File: src/rtl/mc_control_fsm.sv
// rtl/mc_control_fsm.sv - multi-cycle control FSM sequencing one instruction over 3-5 cycles
// Optional bne support when MC_BNE_EN is defined; default build handles beq only.
module mc_control_fsm #(
  parameter int unsigned FETCH_LAT = 0
) (
  input  logic       clk,
  input  logic       rst_n,
  input  logic [6:0] opcode,
  input  logic [2:0] funct3,
  input  logic       funct7b5,
  input  logic       zero,
  output logic [2:0] alu_control,
  output logic [1:0] alu_src_a,
  output logic [1:0] alu_src_b,
  output logic [1:0] result_src,
  output logic [1:0] imm_src,
  output logic       adr_src,
  output logic       ir_write,
  output logic       pc_write,
  output logic       reg_write,
  output logic       mem_write,
  output logic       instr_done,
  output logic       illegal
);

  localparam logic [6:0] OP_LW  = 7'b0000011;
  localparam logic [6:0] OP_SW  = 7'b0100011;
  localparam logic [6:0] OP_R   = 7'b0110011;
  localparam logic [6:0] OP_I   = 7'b0010011;
  localparam logic [6:0] OP_BR  = 7'b1100011;
  localparam logic [6:0] OP_JAL = 7'b1101111;

  localparam logic [2:0] ALU_ADD = 3'b000;
  localparam logic [2:0] ALU_SUB = 3'b001;
  localparam logic [2:0] ALU_AND = 3'b010;
  localparam logic [2:0] ALU_OR  = 3'b011;
  localparam logic [2:0] ALU_XOR = 3'b100;
  localparam logic [2:0] ALU_SLT = 3'b101;
  localparam logic [2:0] ALU_SLL = 3'b110;
  localparam logic [2:0] ALU_SRL = 3'b111;

  localparam logic [3:0] LAT = 4'(FETCH_LAT);

  typedef enum logic [3:0] {
    S_FETCH,
    S_DECODE,
    S_MEMADR,
    S_MEMREAD,
    S_MEMWB,
    S_MEMWRITE,
    S_EXECR,
    S_EXECI,
    S_ALUWB,
    S_BRANCH,
    S_JAL
  } state_t;

  state_t     state, state_nxt;
  logic [3:0] wait_cnt, wait_cnt_nxt;
  logic       wb_suppress, wb_suppress_nxt;

  logic [2:0] alu_control_c;
  logic [1:0] alu_src_a_c, alu_src_b_c, result_src_c, imm_src_c;
  logic       adr_src_c, ir_write_c, pc_write_c, reg_write_c, mem_write_c;
  logic       instr_done_c, illegal_c;

  function automatic logic [2:0] alu_map(input logic [2:0] f3, input logic sub);
    case (f3)
      3'b000:  alu_map = sub ? ALU_SUB : ALU_ADD;
      3'b111:  alu_map = ALU_AND;
      3'b110:  alu_map = ALU_OR;
      3'b100:  alu_map = ALU_XOR;
      3'b010:  alu_map = ALU_SLT;
      3'b001:  alu_map = ALU_SLL;
      3'b101:  alu_map = ALU_SRL;
      default: alu_map = ALU_ADD;
    endcase
  endfunction

  always_ff @(posedge clk or negedge rst_n) begin
    if (!rst_n) begin
      state       <= S_FETCH;
      wait_cnt    <= 4'd0;
      wb_suppress <= 1'b0;
    end else begin
      state       <= state_nxt;
      wait_cnt    <= wait_cnt_nxt;
      wb_suppress <= wb_suppress_nxt;
    end
  end

  always_comb begin
    case (opcode)
      OP_SW:   imm_src_c = 2'b01;
      OP_BR:   imm_src_c = 2'b10;
      OP_JAL:  imm_src_c = 2'b11;
      default: imm_src_c = 2'b00;
    endcase
  end

  always_comb begin
    state_nxt       = state;
    wait_cnt_nxt    = wait_cnt;
    wb_suppress_nxt = wb_suppress;
    alu_control_c   = ALU_ADD;
    alu_src_a_c     = 2'b00;
    alu_src_b_c     = 2'b00;
    result_src_c    = 2'b00;
    adr_src_c       = 1'b0;
    ir_write_c      = 1'b0;
    pc_write_c      = 1'b0;
    reg_write_c     = 1'b0;
    mem_write_c     = 1'b0;
    instr_done_c    = 1'b0;
    illegal_c       = 1'b0;

    unique case (state)
      S_FETCH: begin
        alu_src_b_c  = 2'b10;
        result_src_c = 2'b10;
        // Hold the fetch address until memory has had FETCH_LAT extra cycles
        if (wait_cnt == LAT) begin
          ir_write_c   = 1'b1;
          pc_write_c   = 1'b1;
          wait_cnt_nxt = 4'd0;
          state_nxt    = S_DECODE;
        end else begin
          wait_cnt_nxt = wait_cnt + 4'd1;
        end
      end
      S_DECODE: begin
        alu_src_a_c = 2'b01;
        alu_src_b_c = 2'b01;
        case (opcode)
          OP_LW, OP_SW: state_nxt = S_MEMADR;
          OP_R:         state_nxt = S_EXECR;
          OP_I:         state_nxt = S_EXECI;
          OP_BR:        state_nxt = S_BRANCH;
          OP_JAL:       state_nxt = S_JAL;
          default: begin
            illegal_c = 1'b1;
            state_nxt = S_FETCH;
          end
        endcase
      end
      S_MEMADR: begin
        alu_src_a_c = 2'b10;
        alu_src_b_c = 2'b01;
        state_nxt   = (opcode == OP_LW) ? S_MEMREAD : S_MEMWRITE;
      end
      S_MEMREAD: begin
        adr_src_c = 1'b1;
        state_nxt = S_MEMWB;
      end
      S_MEMWB: begin
        result_src_c = 2'b01;
        reg_write_c  = 1'b1;
        instr_done_c = 1'b1;
        state_nxt    = S_FETCH;
      end
      S_MEMWRITE: begin
        adr_src_c    = 1'b1;
        mem_write_c  = 1'b1;
        instr_done_c = 1'b1;
        state_nxt    = S_FETCH;
      end
      S_EXECR, S_EXECI: begin
        alu_src_a_c     = 2'b10;
        alu_src_b_c     = (state == S_EXECI) ? 2'b01 : 2'b00;
        alu_control_c   = alu_map(funct3, (state == S_EXECR) && funct7b5);
        illegal_c       = (funct3 == 3'b011);
        // Remembered so ALUWB can drop the write without looking at funct3 again
        wb_suppress_nxt = (funct3 == 3'b011);
        state_nxt       = S_ALUWB;
      end
      S_ALUWB: begin
        reg_write_c  = !wb_suppress;
        instr_done_c = 1'b1;
        state_nxt    = S_FETCH;
      end
      S_BRANCH: begin
        alu_src_a_c   = 2'b10;
        alu_control_c = ALU_SUB;
        instr_done_c  = 1'b1;
        state_nxt     = S_FETCH;
        case (funct3)
          3'b000:  pc_write_c = zero;
`ifdef MC_BNE_EN
          3'b001:  pc_write_c = !zero;
`endif
          default: illegal_c  = 1'b1;
        endcase
      end
      S_JAL: begin
        alu_src_a_c     = 2'b01;
        alu_src_b_c     = 2'b10;
        pc_write_c      = 1'b1;
        wb_suppress_nxt = 1'b0;
        state_nxt       = S_ALUWB;
      end
      default: begin
        state_nxt    = S_FETCH;
        wait_cnt_nxt = 4'd0;
      end
    endcase
  end

  // Reset masks every output so nothing pulses while rst_n is low, even before a clock edge
  assign alu_control = rst_n ? alu_control_c : 3'b000;
  assign alu_src_a   = rst_n ? alu_src_a_c   : 2'b00;
  assign alu_src_b   = rst_n ? alu_src_b_c   : 2'b00;
  assign result_src  = rst_n ? result_src_c  : 2'b00;
  assign imm_src     = rst_n ? imm_src_c     : 2'b00;
  assign adr_src     = rst_n & adr_src_c;
  assign ir_write    = rst_n & ir_write_c;
  assign pc_write    = rst_n & pc_write_c;
  assign reg_write   = rst_n & reg_write_c;
  assign mem_write   = rst_n & mem_write_c;
  assign instr_done  = rst_n & instr_done_c;
  assign illegal     = rst_n & illegal_c;

endmodule

File: config.mk
export PLATFORM = sky130hd
export DESIGN_NAME = mc_control_fsm
export DESIGN_NICKNAME = d
export VERILOG_FILES = /design/src/rtl/mc_control_fsm.sv
export SDC_FILE = /design/constraint.sdc
export NUM_CORES = 1
export LEC_CHECK = 0
export ABC_AREA = 0
export CAP_MARGIN = 20
export CORE_MARGIN = 10
export CORE_UTILIZATION = 48
export DETAILED_ROUTE_END_ITERATION = 10
export GPL_TIMING_DRIVEN = 0
export PLACE_DENSITY = 0.95
export REMOVE_ABC_BUFFERS = 1
export SLEW_MARGIN = 10
export SYNTH_ARGS = -nofsm -noshare
export SYNTH_HDL_FRONTEND = slang
export SYNTH_SLANG_ARGS = --single-unit
export TNS_END_PERCENT = 1
File: constraint.sdc
create_clock -name clk -period 2.6 [get_ports clk]
set_input_delay 0.39 -clock clk [delete_from_list [all_inputs] [get_ports clk]]
set_output_delay 0.39 -clock clk [all_outputs]
set_load 0.02 [all_outputs]
==> run_results.csv <==
group,metric,value,unit
drt,wl_per_cell,16.0,µm
timing,final_hold_viol_count,0,
clock_tree,cts_tree,"done",
clock_tree,clkTransAtPathRegs,0.07,ns
global_routing,grt_pass1_wl,4310,µm
power_and_ir_drop,combPwrFrac,50.3,%
critical_path,crit_path_max_fanout,18,
die,die_area,4020,µm²
drt,post-route-drc-count,0,
clock_tree,htree_levels,1,
synth,syn-cell-area,906,µm²
global_routing,grt_max_degree,23,
die,initial_utilization,51.3,%
finish,layout-drive-gt1-share,11.5,%
run,drv_cap,0,
timing,worst_hold_slack,0.0166,ns
synth,yosys_warnings,0,
clock_tree,clock_path_buffers,2,
die,num_rows,15,
global_routing,antenna_found_initial,0,
critical_path,cp_data_arrival_time,2.14,ns
drt,ant_nets,0,
timing,setup_viol,0,
critical_path,cp_slowest_cell,"clkdlybuf4s50_1",
timing,finalClockSkew,0.000874,ns
finish,utilization,71.3,%
critical_path,path_buf_inv,1,
critical_path,critical-path-top-delay-family,"simple AND/OR/NAND/NOR gates",
global_routing,track_usage,12.8,%
power_and_ir_drop,p_sw_share,41.5,%
finish,fin_cells,173,
drt,wirelength,2780,µm
synth,ys_seq_area_share,24.9,%
synth,synth_seq_cells,9,
place,post-dp-hpwl,1990,µm
timing,min_period,2.53,ns
finish,final_cell_mix,"clkdlybuf4s50_1 (25), nor2_1 (14), nand2_1 (9), o21ai_0 (9), a21oi_1 (7)",
place,numPortBuffers,31,
clock_tree,post_cts_buffers,0,
drt,via_per_inst,5.86,
timing,timing.final.crit_share,97.2,%
clock_tree,root_buffer,"clkbuf_4",
power_and_ir_drop,intPower,371,µW
synth,synth_cell_types,42,
critical_path,cp.required,2.21,ns
die,die_x,63.4,µm
critical_path,startpoint_type,"flip-flop",
power_and_ir_drop,p_switching,264,µW
outcome,status,"finished, final reports clean",
drt,firstDrtPassIters,4,
clock_tree,clkLatencyLatePin,0.27,ns
power_and_ir_drop,clockPowerShare,18.2,%
critical_path,crit_type,"flip-flop to primary output",
global_routing,overflow,0,
power_and_ir_drop,p_per_area,504,nW/µm²
global_routing,grt_pass1_vias,938,
drt,num_vias,1014,
timing,slew_headroom,69.7,%
die,core,1760,µm²
place,dp_cells,169,
finish,diodes,0,
critical_path,crit_path_end_kind,"primary output",
timing,tns,0,ns
power_and_ir_drop,p_total,635,µW
timing,tightestPinTransition,0.451,ns
timing,clock.fmax,396,MHz
critical_path,path_cells,"nor4_4 > and3_1 > clkdlybuf4s50_1",
power_and_ir_drop,seq_power_share,31.5,%
synth,synthesis.instances,120,
clock_tree,numCtsBuffers,3,
drt,initialDrtViolationCount,42,
finish,nFillCells,155,
critical_path,slowest_delay,0.60,ns
finish,area_growth,39.0,%
timing,slew_violations,0,
synth,syn_area_per_cell,7.55,µm²
place,place_congestion,0.791,
die,io_pins,32,
finish,fin_nets,165,
power_and_ir_drop,ir_drop,0.330,mV
finish,layout_commonest_cell,"clkdlybuf4s50_1",
clock_tree,clock-sinks,9,
hold_path,hp-class,"input pin to asynchronous set/reset pin",
die,die-height,63.4,µm
power_and_ir_drop,p_leak,0.515,nW
[registers in the layout, indices dropped and copies added, names as in the netlist]
signal       flops
state            4
wait_cnt         4
wb_suppress      1
[per-stage QoR]
stage	cell area [µm²]	setup WS, ns
after floorplan	873	0.583
after global placement	1210	-0.512
final	1260	0.0729
after global routing	1260	-0.00600
after detailed placement	1210	-0.545
after CTS	1250	0.0102
[metal layers]
metal	up-vias	GRT usage, %	part of all wire [%]
met2	45	21.4	49
met1	464	14.0	40
met3	8	3.53	8.0
met4	0	8.20	2.7
li1	497	-	-
met5	-	0	0
[cells in the mapped netlist]
master,n,area (µm²)
ha_1,2,25.0
or3_1,1,6.26
and4b_1,1,10.0
buf_2,5,25.0
a21oi_1,7,35.0
xnor2_1,2,17.5
or4b_4,1,13.8
nor2_1,14,52.6
o41ai_1,1,8.76
o22ai_1,3,18.8
nor4b_1,2,17.5
xor2_1,1,8.76
nor3b_1,6,45.0
o21ai_0,9,45.0
a21o_1,1,7.51
clkbuf_1,1,3.75
dfrtp_1,9,225
nor2b_1,4,25.0
a211oi_1,2,15.0
nand3_1,4,20.0
and2_1,2,12.5
nand2_1,9,33.8
mux2i_1,2,20.0
nor3_1,6,30.0
nand3b_1,2,15.0
nand2b_1,3,18.8
clkinv_1,1,3.75
o22a_1,1,8.76
nor4_1,1,6.26
and3_1,2,12.5
nor2_2,1,6.26
nand4b_1,1,8.76
nor4_4,1,21.3
buf_1,1,3.75
and3b_1,1,8.76
a22o_1,2,17.5
o311a_1,1,10.0
inv_1,3,11.3
a21oi_2,1,8.76
or2_4,1,8.76
a21boi_0,1,7.51
a31oi_1,1,6.26
[cell type report]
cell class / instances / area, µm² / area share (%)
clock buffers: 4 / 26.3 / 2.09
repair buffers: 31 / 307 / 24.4
well taps: 25 / 31.3 / 2.49
inverters: 4 / 18.8 / 1.49
multi-input cells: 100 / 646 / 51.3
flip-flops and latches: 9 / 230 / 18.3
[path summary, 6_finish.rpt]
path,startpoint,endpoint,slack [ns],cells past startpoint
worst max-delay path,state[0],ir_write,0.07,3
worst min-delay path,rst_n,wb_suppress,0.02,1
worst max register to register,state[0],wait_cnt[2],0.97,4
worst min register to register,wb_suppress,wb_suppress,0.54,2
max in group asynchronous,rst_n,state[2],2.31,1
min in group clk,wb_suppress,wb_suppress,0.54,2
[kinds of logic (layout without fill, tap and decap cells)]
logic type | after synthesis | in the layout | synth area share [%]
muxes | 2 | 2 | 2.21
buffers and inverters | 11 | 39 | 5.25
AOI/OAI and AO/OA | 30 | 30 | 20.9
and+or+nand+nor | 63 | 63 | 41.2
xor gates and xnor gates | 3 | 3 | 2.90
adders and majority gates | 2 | 2 | 2.76
DFF | 9 | 9 | 24.9
[what timing repair did]
action                     4_1_cts  5_1_grt
pin swaps                        0        1
hold buffers                     0        0
resized for setup               12        6
setup endpoints to repair       17        7
[power groups by stage]
stage	combinational (mW)	sequential, mW	clock (mW)
after floorplan	0.199	0.188	0
after global placement	0.312	0.199	0
after detailed placement	0.324	0.200	0
after CTS	0.318	0.200	0.116
after global routing	0.340	0.206	0.125
final	0.319	0.200	0.116
Power figures use the tool's default switching activity.
